### config.mk
export PLATFORM = sky130hd
export DESIGN_NAME = ps2_zx_keyboard
export DESIGN_NICKNAME = d
export VERILOG_FILES = /design/src/rtl/ps2_zx_keyboard.sv
export SDC_FILE = /design/constraint.sdc
export NUM_CORES = 1
export LEC_CHECK = 0
export ABC_AREA = 1
export CAP_MARGIN = 0
export CORE_MARGIN = 3
export CORE_UTILIZATION = 53
export CTS_CLUSTER_DIAMETER = 30
export DETAILED_ROUTE_END_ITERATION = 6
export PLACE_DENSITY_LB_ADDON = 0.12
export REMOVE_ABC_BUFFERS = 1
export SYNTH_ARGS = -nofsm -noshare
export SYNTH_HDL_FRONTEND = slang
export SYNTH_SLANG_ARGS = --single-unit
### constraint.sdc
create_clock -name clk -period 2.3 [get_ports clk]
set_clock_uncertainty 0.05 [all_clocks]
set_input_delay 0.46 -clock clk [delete_from_list [all_inputs] [get_ports clk]]
set_output_delay 0.46 -clock clk [all_outputs]
set_load 0.01 [all_outputs]
### src/rtl/ps2_zx_keyboard.sv
// rtl/ps2_zx_keyboard.sv - PS/2 set-2 keyboard to ZX Spectrum 8x5 key matrix
//
// Purpose:
//   Receives PS/2 frames (start, 8 data LSB first, odd parity, stop), decodes
//   scan-code set 2 make/break sequences and holds a 40-bit pressed-key image
//   that is presented as eight active-low ZX matrix rows.
//
// Parameters:
//   CLK_FREQ   - system clock frequency in Hz
//   TIMEOUT_US - longest allowed gap between PS/2 falling edges inside a frame
//
// Ports:
//   clk                  in   system clock, rising edge
//   reset_n              in   asynchronous active-low reset
//   ps2_clk, ps2_data    in   raw asynchronous PS/2 lines
//   key_0 .. key_7 [4:0] out  matrix rows A8..A15, 0 = pressed
//   code [7:0]           out  last accepted scan byte
//   code_valid           out  one-cycle pulse per accepted byte
//   frame_err            out  one-cycle pulse per rejected frame
//
// Configuration:
//   PS2_ARROWS_EN - when defined, Backspace and the E0 arrow keys drive
//                   CS+digit composites from a separate composite register.

module ps2_zx_keyboard #(
   parameter int CLK_FREQ   = 27000000,
   parameter int TIMEOUT_US = 1000
) (
   input  logic       clk,
   input  logic       reset_n,
   input  logic       ps2_clk,
   input  logic       ps2_data,
   output logic [4:0] key_0,
   output logic [4:0] key_1,
   output logic [4:0] key_2,
   output logic [4:0] key_3,
   output logic [4:0] key_4,
   output logic [4:0] key_5,
   output logic [4:0] key_6,
   output logic [4:0] key_7,
   output logic [7:0] code,
   output logic       code_valid,
   output logic       frame_err
);

   localparam int TIMEOUT_CYCLES = CLK_FREQ / 1000000 * TIMEOUT_US;
   localparam int TO_W = (TIMEOUT_CYCLES < 2) ? 1 : $clog2(TIMEOUT_CYCLES + 1);

   typedef enum logic [1:0] {S_IDLE, S_DATA, S_PARITY, S_STOP} state_t;

   // Synchronisers reset to 1 (idle line level) so release never fakes an edge.
   logic ps2_clk_meta_q, ps2_clk_sync_q, ps2_clk_prev_q;
   logic ps2_data_meta_q, ps2_data_sync_q;
   logic fall_edge;

   state_t          state_q, state_d;
   logic [2:0]      bit_cnt_q, bit_cnt_d;
   logic [7:0]      shift_q, shift_d;
   logic            parity_q, parity_d;
   logic [TO_W-1:0] timeout_q, timeout_d;
   logic [7:0]      code_q, code_d;
   logic            code_valid_q, code_valid_d;
   logic            frame_err_q, frame_err_d;

   logic            brk_q, brk_d;
   logic            ext_q, ext_d;
   logic [39:0]     pressed_q, pressed_d;
   logic [39:0]     key_q, key_d;
   logic [6:0]      lookup;
   logic [39:0]     comp_vec;

`ifdef PS2_ARROWS_EN
   // Bits: 0 Backspace, 1 left, 2 down, 3 up, 4 right.
   logic [4:0]      composite_q, composite_d;
   logic [3:0]      comp_lookup;
`endif

   // Returns {valid, matrix index}; index = row*5 + bit.
   function automatic logic [6:0] map_key(input logic [7:0] sc);
      logic [6:0] r;
      r = 7'd0;
      case (sc)
         8'h12, 8'h59: r = {1'b1, 6'd0};
         8'h1A: r = {1'b1, 6'd1};
         8'h22: r = {1'b1, 6'd2};
         8'h21: r = {1'b1, 6'd3};
         8'h2A: r = {1'b1, 6'd4};
         8'h1C: r = {1'b1, 6'd5};
         8'h1B: r = {1'b1, 6'd6};
         8'h23: r = {1'b1, 6'd7};
         8'h2B: r = {1'b1, 6'd8};
         8'h34: r = {1'b1, 6'd9};
         8'h15: r = {1'b1, 6'd10};
         8'h1D: r = {1'b1, 6'd11};
         8'h24: r = {1'b1, 6'd12};
         8'h2D: r = {1'b1, 6'd13};
         8'h2C: r = {1'b1, 6'd14};
         8'h16: r = {1'b1, 6'd15};
         8'h1E: r = {1'b1, 6'd16};
         8'h26: r = {1'b1, 6'd17};
         8'h25: r = {1'b1, 6'd18};
         8'h2E: r = {1'b1, 6'd19};
         8'h45: r = {1'b1, 6'd20};
         8'h46: r = {1'b1, 6'd21};
         8'h3E: r = {1'b1, 6'd22};
         8'h3D: r = {1'b1, 6'd23};
         8'h36: r = {1'b1, 6'd24};
         8'h4D: r = {1'b1, 6'd25};
         8'h44: r = {1'b1, 6'd26};
         8'h43: r = {1'b1, 6'd27};
         8'h3C: r = {1'b1, 6'd28};
         8'h35: r = {1'b1, 6'd29};
         8'h5A: r = {1'b1, 6'd30};
         8'h4B: r = {1'b1, 6'd31};
         8'h42: r = {1'b1, 6'd32};
         8'h3B: r = {1'b1, 6'd33};
         8'h33: r = {1'b1, 6'd34};
         8'h29: r = {1'b1, 6'd35};
         8'h14: r = {1'b1, 6'd36};
         8'h3A: r = {1'b1, 6'd37};
         8'h31: r = {1'b1, 6'd38};
         8'h32: r = {1'b1, 6'd39};
         default: r = 7'd0;
      endcase
      return r;
   endfunction

`ifdef PS2_ARROWS_EN
   // Returns {valid, composite slot}.
   function automatic logic [3:0] map_comp(input logic ext, input logic [7:0] sc);
      logic [3:0] r;
      r = 4'd0;
      if (!ext) begin
         if (sc == 8'h66) r = {1'b1, 3'd0};
      end else begin
         case (sc)
            8'h6B:   r = {1'b1, 3'd1};
            8'h72:   r = {1'b1, 3'd2};
            8'h75:   r = {1'b1, 3'd3};
            8'h74:   r = {1'b1, 3'd4};
            default: r = 4'd0;
         endcase
      end
      return r;
   endfunction
`endif

   assign fall_edge = ps2_clk_prev_q & ~ps2_clk_sync_q;

   // Frame receiver
   always_comb begin
      state_d      = state_q;
      bit_cnt_d    = bit_cnt_q;
      shift_d      = shift_q;
      parity_d     = parity_q;
      timeout_d    = timeout_q;
      code_d       = code_q;
      code_valid_d = 1'b0;
      frame_err_d  = 1'b0;

      if (state_q == S_IDLE || fall_edge) begin
         timeout_d = '0;
      end else if (timeout_q == TO_W'(TIMEOUT_CYCLES)) begin
         // Stalled frame: drop it silently.
         state_d   = S_IDLE;
         timeout_d = '0;
      end else begin
         timeout_d = timeout_q + TO_W'(1);
      end

      if (fall_edge) begin
         case (state_q)
            S_IDLE: begin
               if (!ps2_data_sync_q) begin
                  state_d   = S_DATA;
                  bit_cnt_d = 3'd0;
               end
            end
            S_DATA: begin
               shift_d   = {ps2_data_sync_q, shift_q[7:1]};
               bit_cnt_d = bit_cnt_q + 3'd1;
               if (bit_cnt_q == 3'd7) state_d = S_PARITY;
            end
            S_PARITY: begin
               parity_d = ps2_data_sync_q;
               state_d  = S_STOP;
            end
            S_STOP: begin
               state_d = S_IDLE;
               if (ps2_data_sync_q && (^{shift_q, parity_q})) begin
                  code_d       = shift_q;
                  code_valid_d = 1'b1;
               end else begin
                  frame_err_d = 1'b1;
               end
            end
            default: state_d = S_IDLE;
         endcase
      end
   end

   // Scan-code decoder and matrix image
   always_comb begin
      brk_d     = brk_q;
      ext_d     = ext_q;
      pressed_d = pressed_q;
      lookup    = map_key(code_q);
`ifdef PS2_ARROWS_EN
      composite_d = composite_q;
      comp_lookup = map_comp(ext_q, code_q);
`endif
      if (code_valid_q) begin
         if (code_q == 8'hF0) begin
            brk_d = 1'b1;
         end else if (code_q == 8'hE0) begin
            ext_d = 1'b1;
         end else begin
            brk_d = 1'b0;
            ext_d = 1'b0;
            if (!ext_q && lookup[6]) pressed_d[lookup[5:0]] = ~brk_q;
`ifdef PS2_ARROWS_EN
            if (comp_lookup[3]) composite_d[comp_lookup[2:0]] = ~brk_q;
`endif
         end
      end
   end

   always_comb begin
      comp_vec = '0;
`ifdef PS2_ARROWS_EN
      comp_vec[0]  = |composite_q;    // CS shared by every composite
      comp_vec[20] = composite_q[0];  // 0
      comp_vec[19] = composite_q[1];  // 5
      comp_vec[24] = composite_q[2];  // 6
      comp_vec[23] = composite_q[3];  // 7
      comp_vec[22] = composite_q[4];  // 8
`endif
      key_d = ~(pressed_q | comp_vec);
   end

   always_ff @(posedge clk or negedge reset_n) begin
      if (!reset_n) begin
         ps2_clk_meta_q  <= 1'b1;
         ps2_clk_sync_q  <= 1'b1;
         ps2_clk_prev_q  <= 1'b1;
         ps2_data_meta_q <= 1'b1;
         ps2_data_sync_q <= 1'b1;
         state_q         <= S_IDLE;
         bit_cnt_q       <= 3'd0;
         shift_q         <= 8'd0;
         parity_q        <= 1'b0;
         timeout_q       <= '0;
         code_q          <= 8'd0;
         code_valid_q    <= 1'b0;
         frame_err_q     <= 1'b0;
         brk_q           <= 1'b0;
         ext_q           <= 1'b0;
         pressed_q       <= '0;
         key_q           <= '1;
`ifdef PS2_ARROWS_EN
         composite_q     <= '0;
`endif
      end else begin
         ps2_clk_meta_q  <= ps2_clk;
         ps2_clk_sync_q  <= ps2_clk_meta_q;
         ps2_clk_prev_q  <= ps2_clk_sync_q;
         ps2_data_meta_q <= ps2_data;
         ps2_data_sync_q <= ps2_data_meta_q;
         state_q         <= state_d;
         bit_cnt_q       <= bit_cnt_d;
         shift_q         <= shift_d;
         parity_q        <= parity_d;
         timeout_q       <= timeout_d;
         code_q          <= code_d;
         code_valid_q    <= code_valid_d;
         frame_err_q     <= frame_err_d;
         brk_q           <= brk_d;
         ext_q           <= ext_d;
         pressed_q       <= pressed_d;
         key_q           <= key_d;
`ifdef PS2_ARROWS_EN
         composite_q     <= composite_d;
`endif
      end
   end

   assign key_0      = key_q[4:0];
   assign key_1      = key_q[9:5];
   assign key_2      = key_q[14:10];
   assign key_3      = key_q[19:15];
   assign key_4      = key_q[24:20];
   assign key_5      = key_q[29:25];
   assign key_6      = key_q[34:30];
   assign key_7      = key_q[39:35];
   assign code       = code_q;
   assign code_valid = code_valid_q;
   assign frame_err  = frame_err_q;

endmodule

==> impl_results.md, run 1 <==
* Status: finished clean
* Die Y at 115 um
* Final std cell area, no fill at approximately 0.0081 mm2
* Post-synth top area share at 31.9%
* Final std cells w/o fill at 973
* Synth unique cells at 43
* Top delay family on crit path: simple AND/OR/NAND/NOR gates
* Remaining antenna violation count at 0
* Sequential element share of the synthesized area at 50.6%
* Synth area leaders: dfrtp_1 (32%), dfstp_2 (19%), nand2_1 (13%), nand3_1 (5.8%), inv_1 (4.6%)
* Peak Freq at ~450 MHz
* Worst Tran Pin Value at slightly above 0.7 ns
* Seq cells post-synth at between 100 and 150
* Gate Count Post-Synth at 729
* Core area at about 0.012 mm2
* Crit path launch type: flip-flop
* Commonest non-fill, non-tap cell in the layout: nand2_1
* Hold Fails Final Rpt at 0
* Clock Sinks at ~130
* Std-Cell Rows at 39
* WL/cell at ~16 um
* Required @ worst endpoint at 2.60 ns
* Routability congestion estimate at 0.855
* Post-DP HPWL at 10,100 um
* LEAKAGE at roughly 3.7 nW
* Final Max Tran Viols at 0
* Hold Crit Class: flip-flop to flip-flop
* Vias in the first global route at 5,012
* Mean post-synth cell area at 8.71 um2
* YS warnings at 0
* Die ar. at around 0.013 mm2
* Nets at 831
* 1st-iter DRT viols at 450
* Arr. time, crit path at ~2.5 ns
* Setup-failing EPs final at 0
* Reg area at around 0.0032 mm2
* Multi-input logic area at between 0.002 and 0.003 mm2
* Worst-path maximum fanout at 8
* Area of the mapped netlist at 0.00635 mm2
* Fin util at between 70% and 80%
* Clk buf depth at 2
* First-pass GRT wire length at 24,200 um
* Crit. End Element: flip-flop
* Share of post-route cells with drive strength above 1 at between 20 and 25%
* Worst vdd ir at 0.673 mV
* GRT overflow at 0
* CP max stage cell: dfrtp_2
* H-Tree Level Count at 4
* Port Buffers at 53
* RSZ-0062 raised after global routing: yes
* Ant diodes at 0
* CTS tree: yes
* Fill cell count at 871
* Initial core utilization at 54.9%
* Bufs and invs on worst path at 3
* Commonest non-fill, non-tap cells in the layout: nand2_1 (208), dfrtp_1 (78), inv_1 (76)
* Largest net degree at the start of global routing at 70
* Final Cycle Share at 97.2%
* CP cell instances: inv_4, ha_4, nand2_4, nand2_2, nand3_2, nand2_1, nand3_2, nand2_2, nand3_4, buf_12, nor2_4, clkbuf_16, nand4_1, nand2_1
* DRT Pass-1 Iters at 5
* Vias/cell at roughly 5.4
* Root Buffer Master: clkbuf_16
* Cell taking the most area after synthesis: dfrtp_1
* Tot GR Track Use at 23.1%
* Critical Path Max Stage Delay at 0.43 ns
* Max-cap viol count at 0
* Num CTS Buffers at 17
* Clk Latency, worst-skew pair at 0.41 ns
* Tmin final at 2.24 ns
* Die Wd at between 100 and 150 um
* Initial antenna violation count at 0
* Placed Instances at between 900 and 1,000
* Worst slew margin at 51.3%
* Clk slew on worst S/H paths at about 0.060 ns
* Area after DPL at 0.00720 mm2
* Area Growth Syn to Fin at 28.1%
* Total wire length at 15,600 um
* Io pins at 54
* Via count at 5,296
* Pwr dens at between 600 and 700 mW/mm2
* Drt drc at 0
* Critical path type: flip-flop to flip-flop
## through the flow
stage	TNS, ns	worst slack [ns]	hold WS (ns)	power, W
finish	0	0.0634	0.304	0.00533
global route	-0.408	-0.0620	0.312	0.00551
CTS	0	0.00777	0.305	0.00536
detailed placement	-1.03	-0.120	0.297	0.00253
global placement	-0.546	-0.103	0.296	0.00252
floorplan	-15.05	-0.610	0.114	0.00244
## synth_stat cells (all sizes together)
cell type / count
a211oi: 1
nor4: 2
xnor2: 6
nand3: 80
dfrtp: 81
a22o: 2
dfstp: 45
xor2: 5
o21ai: 15
o21bai: 1
clkinv: 4
nand4: 46
a31oi: 2
a21oi: 18
nor2: 52
nor3: 7
clkbuf: 8
and3: 2
nand2: 236
inv: 85
buf: 17
ha: 10
or2: 1
o211ai: 1
nor3b: 2
## area by class of cell
cell class	count	share of cell area (%)
timing repair buffer	94	12.6
multi-input combinational	489	33.6
clock inverter	13	2.26
sequential	126	39.5
clock buffer	19	5.44
inverter	89	4.35
tap	143	2.20
## path summary, 6_finish.rpt
| check | from | to | slack [ns] | depth (start not counted) |
|---|---|---|---|---|
| hold reg to reg | ps2_data_meta_q | ps2_data_sync_q | 0.30 | 0 |
| max in group asynchronous | reset_n | key_q[2] | 1.06 | 3 |
| hold / removal | ps2_data_meta_q | ps2_data_sync_q | 0.30 | 0 |
| min in group asynchronous | reset_n | pressed_q[34] | 0.49 | 2 |
| setup reg to reg | code[1] | pressed_q[11] | 0.06 | 14 |
| setup / recovery | code[1] | pressed_q[11] | 0.06 | 14 |
## metal layers
layer | share of wire, % | wire length [um] | GRT usage (%) | vias up
met3 | 5.1 | 796 | 4.33 | 35
met4 | 2.3 | 362 | 8.76 | 0
met5 | 0 | 0 | 0 | -
met2 | 50 | 7840 | 37.6 | 173
met1 | 42 | 6640 | 31.0 | 2559
li1 | - | - | - | 2529
## power by group
part           leakage (nW)  total [W]  switching, W  internal [W]
clock network         0.300    0.00283      0.000987       0.00184
registers              1.59    0.00229     0.0000325       0.00226
logic                  1.83   0.000205      0.000136     0.0000693
total                  3.72    0.00533       0.00116       0.00417
## cell families (layout without fill, tap and decap cells)
family / Yosys count / count (layout) / synth area share (%)
AOI/OAI and AO/OA: 40 / 40 / 4.08
adders and majority gates: 10 / 10 / 1.97
buffers and inverters: 114 / 215 / 8.18
DFF: 126 / 126 / 50.6
and+or+nand+nor: 428 / 428 / 33.7
xor gates and xnor gates: 11 / 11 / 1.52
## registers in the layout, indices dropped and copies added (netlist names)
| signal | cells |
|---|---|
| key_q | 40 |
| shift_q | 8 |
| ext_q | 1 |
| ps2_clk_sync_q | 1 |
| ps2_data_sync_q | 1 |
| pressed_q | 40 |
| ps2_data_meta_q | 1 |
| code_valid | 1 |
| ps2_clk_prev_q | 1 |
| code | 8 |
| timeout_q | 15 |
| brk_q | 1 |
| parity_q | 1 |
| bit_cnt_q | 3 |
| frame_err | 1 |
| ps2_clk_meta_q | 1 |
| state_q | 2 |
## repair_timing
| action | 4_1_cts | 5_1_grt |
|---|---|---|
| pin swaps | 1 | 13 |
| endpoints found under the hold margin | 13 | 0 |
| hold buffers | 1 | 0 |
| endpoints found under the setup margin | 31 | 40 |
| cloned | 0 | 3 |
| gates resized for setup | 4 | 33 |
| buffers inserted | 4 | 6 |
No activity file was read; power rests on OpenSTA's default activity.
==> run 2, diff against run 1 <==
REMOVE_ABC_BUFFERS = unset   (was 1)
==> run 2 against run 1 <==
  * Non-clock buffer count shrank 2
  * Utilization up 0.21 points
  * Cell count increased by 0.21%
  * Design area rose by 0.29%
  * Register-to-register slack about the same
  * Wire length is 3.9% lower
  * First-iteration DRC count decreased by 5.6%
  * Sequential share of layout area shrank 0.10 points
  * Maximum frequency is 0.34% lower
  * Critical path type unchanged
  * Largest cell class unchanged
==> impl_results.md, run 2 (synthesis gave the netlist of run 1 again) <==
* Status: finished clean
* H-Tree Level Count at 4
* Crit path launch type: flip-flop
* Peak Freq at between 400 and 500 MHz
* Port Buffers at 53
* Area after DPL at 0.00715 mm2
* Largest net degree at the start of global routing at 40
* Commonest non-fill, non-tap cells in the layout: nand2_1 (208), dfrtp_1 (77), inv_1 (74)
* Vias/cell at 5.39
* Root Buffer Master: clkbuf_16
* Ant diodes at 0
* Multi-input logic area at 0.00283 mm2
* TNS Setup at 0 ns
* Core area at 0.0116 mm2
* CTS tree: yes
* Post-DP HPWL at 9850 um
* First-pass GRT wire length at 23,900 um
* Io pins at between 50 and 60
* Required @ worst endpoint at 2.60 ns
* Worst slew margin at 46.9%
* Via count at 5,256
* Max-cap viol count at 0
* Vias in the first global route at 4,898
* Tmin final at 2.24 ns
* Worst-path maximum fanout at 8
* Crit. End Element: flip-flop
* Fill cell count at 890
* Die ar. at 0.0133 mm2
* Tot GR Track Use at 22.9%
* Final Cycle Share at 97.6%
* Routability congestion estimate at 0.903
* Die Wd at roughly 120 um
* Hold Crit Class: flip-flop to flip-flop
* Num CTS Buffers at 17
* Die Y at between 100 and 150 um
* Worst setup margin at 0.0557 ns
* Nets at around 830
* Clk slew on worst S/H paths at 0.05 ns
* Area Growth Syn to Fin at 28.5%
* Worst vdd ir at between 0.7 and 0.8 mV
* Initial antenna violation count at 0
* GRT overflow at 0
* Setup crit start: code[1]
* DRT Pass-1 Iters at 6
* Remaining antenna violation count at 0
* Std-Cell Rows at 39
* Clk buf depth at 2
* Total wire length at around 15,000 um
* Setup-failing EPs final at 0
* WL/cell at 15.4 um
* Commonest non-fill, non-tap cell in the layout: nand2_1
* Share of post-route cells with drive strength above 1 at 23.8%
* Post-Syn Nets at 743
* Clock Sinks at 126
* Final std cell area, no fill at 0.00816 mm2
* R2r startpoint: code[1]
* Initial core utilization at 54.9%
* Reg area at 0.00321 mm2
* Post-layout total power at 0.00514 W
* 1st-iter DRT viols at 425
* Pwr dens at 630 mW/mm2
* Hold Fails Final Rpt at 0
* Pre-CTS WS at -0.152 ns
* Arr. time, crit path at 2.54 ns
* Clk Latency, worst-skew pair at 0.42 ns
* Drt drc at 0
* Critical path type: flip-flop to flip-flop
* Hold slack at between 0.3 and 0.4 ns
* LEAKAGE at 3.72 nW
* Final Max Tran Viols at 0
* Worst Tran Pin Value at 0.793 ns
* Min-delay src: ps2_data_meta_q
* Largest regs: key_q: 40 flops, pressed_q: 40 flops, timeout_q: 15 flops
## run 2: cell types whose count changed in the layout (fill, tap and decap cells not counted), moves of 2 or more
cell / previous run / this run
inv_6: 4 / 1
ha_4: 2 / 4
buf_6: 3 / 1
inv_2: 4 / 6
nand2_2: 20 / 16
ha_2: 2 / 0
clkinvlp_4: 3 / 0
nand2_4: 7 / 10
nand3_2: 11 / 9
inv_1: 76 / 74
nor2_4: 8 / 12
clkbuf_16: 20 / 18
clkbuf_1: 1 / 7
## run 2: where the power goes
group          switching, W  total [W]  internal (W)
clock              0.000904    0.00263       0.00173
combinational      0.000149   0.000218     0.0000696
sequential        0.0000325    0.00229       0.00226
total               0.00109    0.00514       0.00406
## run 2: layer usage
layer / track usage (%) / vias to the layer above / share of wire, %
met4: 8.29 / 0 / 1.6
li1: - / 2542 / -
met3: 5.01 / 18 / 5.4
met1: 30.5 / 2521 / 43
met2: 37.2 / 175 / 50
met5: 0 / - / 0
## run 2: critical path: stages, from the launching register on
cell and delay (ns):
dfrtp_2 0.42, inv_4 0.08, ha_4 0.28, nand2_4 0.07, a21oi_2 0.15, nand3_1 0.12, nand2_2 0.11, nand2_2 0.07
nor2_4 0.15, nand2_4 0.08, nor2_4 0.15, clkbuf_16 0.18, nand4_1 0.13, nand2_1 0.13
## run 2: timing repair
| action | in CTS | in global routing |
|---|---|---|
| cloned | 0 | 5 |
| hold endpoints to repair | 18 | 0 |
| setup endpoints to repair | 28 | 41 |
| hold buffers | 1 | 0 |
| resized for setup | 3 | 44 |
| pin swaps | 1 | 27 |
| buffers inserted | 1 | 16 |
## run 2: final cells by class
type                    instances  share of cell area (%)
clock buffers                  25                    5.70
clock inverters                 7                    1.40
inverters                      89                    4.34
multi-input cells             493                    34.7
flip-flops and latches        126                    39.4
well taps                     143                    2.19
repair buffers                 92                    12.3
## run 2: metrics by stage
stage / util, % / cells
final: 70.6 / 975
after detailed placement: 61.8 / 920
after global routing: 70.6 / 975
after global placement: 61.8 / 920
after CTS: 67.1 / 954
after floorplan: - / 729
## run 2: path summary, 6_finish.rpt
path	slack, ns	cells past startpoint	end
setup reg to reg	0.06	13	pressed_q[21]
min in group asynchronous	0.52	2	pressed_q[34]
setup / recovery	0.06	13	pressed_q[21]
hold / removal	0.30	0	ps2_data_sync_q
hold reg to reg	0.30	0	ps2_data_sync_q
max in group asynchronous	0.99	3	key_q[10]
==> run 3, diff against run 2 <==
CORE_UTILIZATION = 63   (was 53)
clock period = 2.6 ns   (was 2.3 ns; I/O delays follow)
==> run 3 against run 2 <==
  * Global-route usage is 5.2 points higher
  * Utilization is 8.3 points higher
  * Critical endpoint is now pressed_q[14]
  * Maximum frequency is 7.8% lower
  * Non-clock buffer count is 25 lower
  * Clock power is 2% higher
  * Sequential share of layout area is 2.3 points higher
  * Sequential power is 11% lower
  * Flip-flop and latch count stayed put
  * Combinational power is 15% lower
  * Wire length is 1.5% higher
  * Setup slack better by 0.11 ns
  * Clock-buffer cell count is 6 lower
==> impl_results.md, run 3 (synthesis gave the netlist of run 1 again) <==
* CP cell instances: inv_1, ha_1, nand2_4, o21bai_4, nand2_1, nand2_1, nand2_1, a21oi_4, nand2_4, nor2_8, nand3_1, nand2_1, nand2_1
* Pre-CTS WS at approximately 0.22 ns
* Core area at 0.00977 mm2
* Die ar. at 0.0113 mm2
* Share of post-route cells with drive strength above 1 at 18.7%
* Worst Tran Pin Value at 0.847 ns
* Remaining antenna violation count at 0
* Pwr dens at 637 mW/mm2
* Num CTS Buffers at 17
* Worst setup margin at 0.167 ns
* Initial antenna violation count at 0
* Crit. End Element: flip-flop
* Final std cell area, no fill at 0.00770 mm2
* Required @ worst endpoint at between 2 and 3 ns
* Initial core utilization at 65.0%
* First-pass GRT wire length at 25,000 um
* Top delay family on crit path: simple AND/OR/NAND/NOR gates
* Crit path launch type: flip-flop
* Std-Cell Rows at 36
* Largest net degree at the start of global routing at 70
* Net Sw Power at approximately 0.0011 W
* Sequential share of power at 41.4%
* Worst vdd ir at 0.491 mV
* Total wire length at 15,200 um
* Clk slew on worst S/H paths at 0.06 ns
* CP endpoint: pressed_q[14]
* Int Pwr at about 0.0038 W
* Post-layout total power at 0.00491 W
* R2r startpoint: code[0]
* Critical path type: flip-flop to flip-flop
* Clk Latency, worst-skew pair at 0.52 ns
* Post-DP HPWL at 9630 um
* Reg-to-reg endpoint: pressed_q[14]
* Port Buffers at between 50 and 60
* Io pins at between 50 and 60
* Max-cap viol count at 0
* Worst slew margin at 43.3%
* Fill cell count at 623
* Vias/cell at approximately 5.7
* Peak Freq at between 400 and 500 MHz
* R2R setup slack at 0.17 ns
* Tmin final at 2.43 ns
* Clock Sinks at 126
* CP max stage cell: dfrtp_1
* GRT overflow at 0
* Final Max Tran Viols at 0
* Area Growth Syn to Fin at 21.3%
* Routability congestion estimate at just under 1
* Nets at 804
* Die Y at 106 um
* Vias in the first global route at 5,300
* Hold Crit Class: flip-flop to flip-flop
* 1st-iter DRT viols at 364
* Cell depth of the worst setup path at 13
* Fin util at 78.8%
* Post-Syn Nets at 743
* Most used cell, CP: nand2_1
* Comb pwr share at 3.8%
* Setup crit start: code[0]
* Worst-path maximum fanout at 10
* DRT Pass-1 Iters at 7
* WL/cell at between 15 and 20 um
* Commonest non-fill, non-tap cells in the layout: nand2_1 (215), dfrtp_1 (80), inv_1 (77)
* Largest regs: key_q: 40 flops, pressed_q: 40 flops, timeout_q: 15 flops
* LEAKAGE at approximately 3.6 nW
* CTS tree: yes
* Critical Path Max Stage Delay at between 0.4 and 0.5 ns
* Ant diodes at 0
* Tot GR Track Use at 28.1%
* Clock Power Share at 54.9%
* R2R depth at 13
* Area after DPL at approximately 0.007 mm2
* Commonest non-fill, non-tap cell in the layout: nand2_1
* Drt drc at 0
* Bufs and invs on worst path at 1
* Via count at 5,323
* Arr. time, crit path at 2.80 ns
* Setup-failing EPs final at 0
* Switching Share at 22.2%
* Root Buffer Master: clkbuf_8
* Status: finished clean
* H-Tree Level Count at 4
* Die Wd at approximately 110 um
* Final Cycle Share at 93.6%
* Hold Fails Final Rpt at 0
* Clk buf depth at 2
run 3: changes by cell type in the layout (fill, tap and decap cells not counted), sizes merged, moves of 2 or more:
cell | previous run | this run
inv | 85 | 91
clkinv | 8 | 5
buf | 38 | 14
bufinv | 3 | 5
nor2 | 56 | 52
clkbuf | 26 | 19
run 3: stage by stage:
stage                     hold slack (ns)  TNS, ns  cells
final                               0.307        0    936
after global routing                0.315   -0.132    936
after CTS                           0.306        0    934
after detailed placement            0.297        0    901
after global placement              0.295        0    901
after floorplan                     0.174        0    729
run 3: power by group through the flow:
stage | Clock [W] | Sequential (W) | Combinational [W]
2_1_floorplan | 0 | 0.00205 | 0.000110
3_3_place_gp | 0 | 0.00206 | 0.000174
3_5_place_dp | 0 | 0.00206 | 0.000186
4_1_cts | 0.00272 | 0.00203 | 0.000189
5_1_grt | 0.00282 | 0.00203 | 0.000211
6_report | 0.00269 | 0.00203 | 0.000185
run 3: layout make-up:
cell class              instances  area [um2]  area share, %
clock inverters                13         221           2.87
multi-input cells             489        2620           34.0
repair buffers                 67         686           8.90
clock buffers                  19         453           5.88
well taps                     133         166           2.16
inverters                      89         347           4.50
flip-flops and latches        126        3210           41.7
run 3: worst register-to-register path, delay by kind of cell, from the launching register on:
family | cells | cell delay (ns)
AOI/OAI and AO/OA | 2 | 0.46
adders and majority gates | 1 | 0.28
buffers and inverters | 1 | 0.16
DFF | 1 | 0.41
and+or+nand+nor | 9 | 0.98
run 3: routing by layer:
metal  global-route usage (%)  up-vias  routed length, um  share of wire (%)
met4                     12.8        0                421                2.8
met5                        0        -                  0                  0
met3                     5.71       45                810                5.3
met2                     48.6      225               7960                 52
li1                         -     2475                  -                  -
met1                     34.0     2578               6060                 40
run 3: worst min-delay path by stage:
stage	endpoint	start	slack (ns)	depth (start not counted)
floorplan	bit_cnt_q[0]	reset_n	0.17	0
global placement	ps2_data_sync_q	ps2_data_meta_q	0.30	0
detailed placement	ps2_data_sync_q	ps2_data_meta_q	0.30	0
CTS	ps2_data_sync_q	ps2_data_meta_q	0.31	0
global route	ps2_data_sync_q	ps2_data_meta_q	0.31	0
finish	ps2_data_sync_q	ps2_data_meta_q	0.31	0
run 3: repair_timing:
item | CTS | global route
endpoints found under the setup margin | 0 | 17
hold endpoints to repair | 29 | 0
setup buffers | 0 | 2
hold buffers | 1 | 0
gates resized for setup | 0 | 1
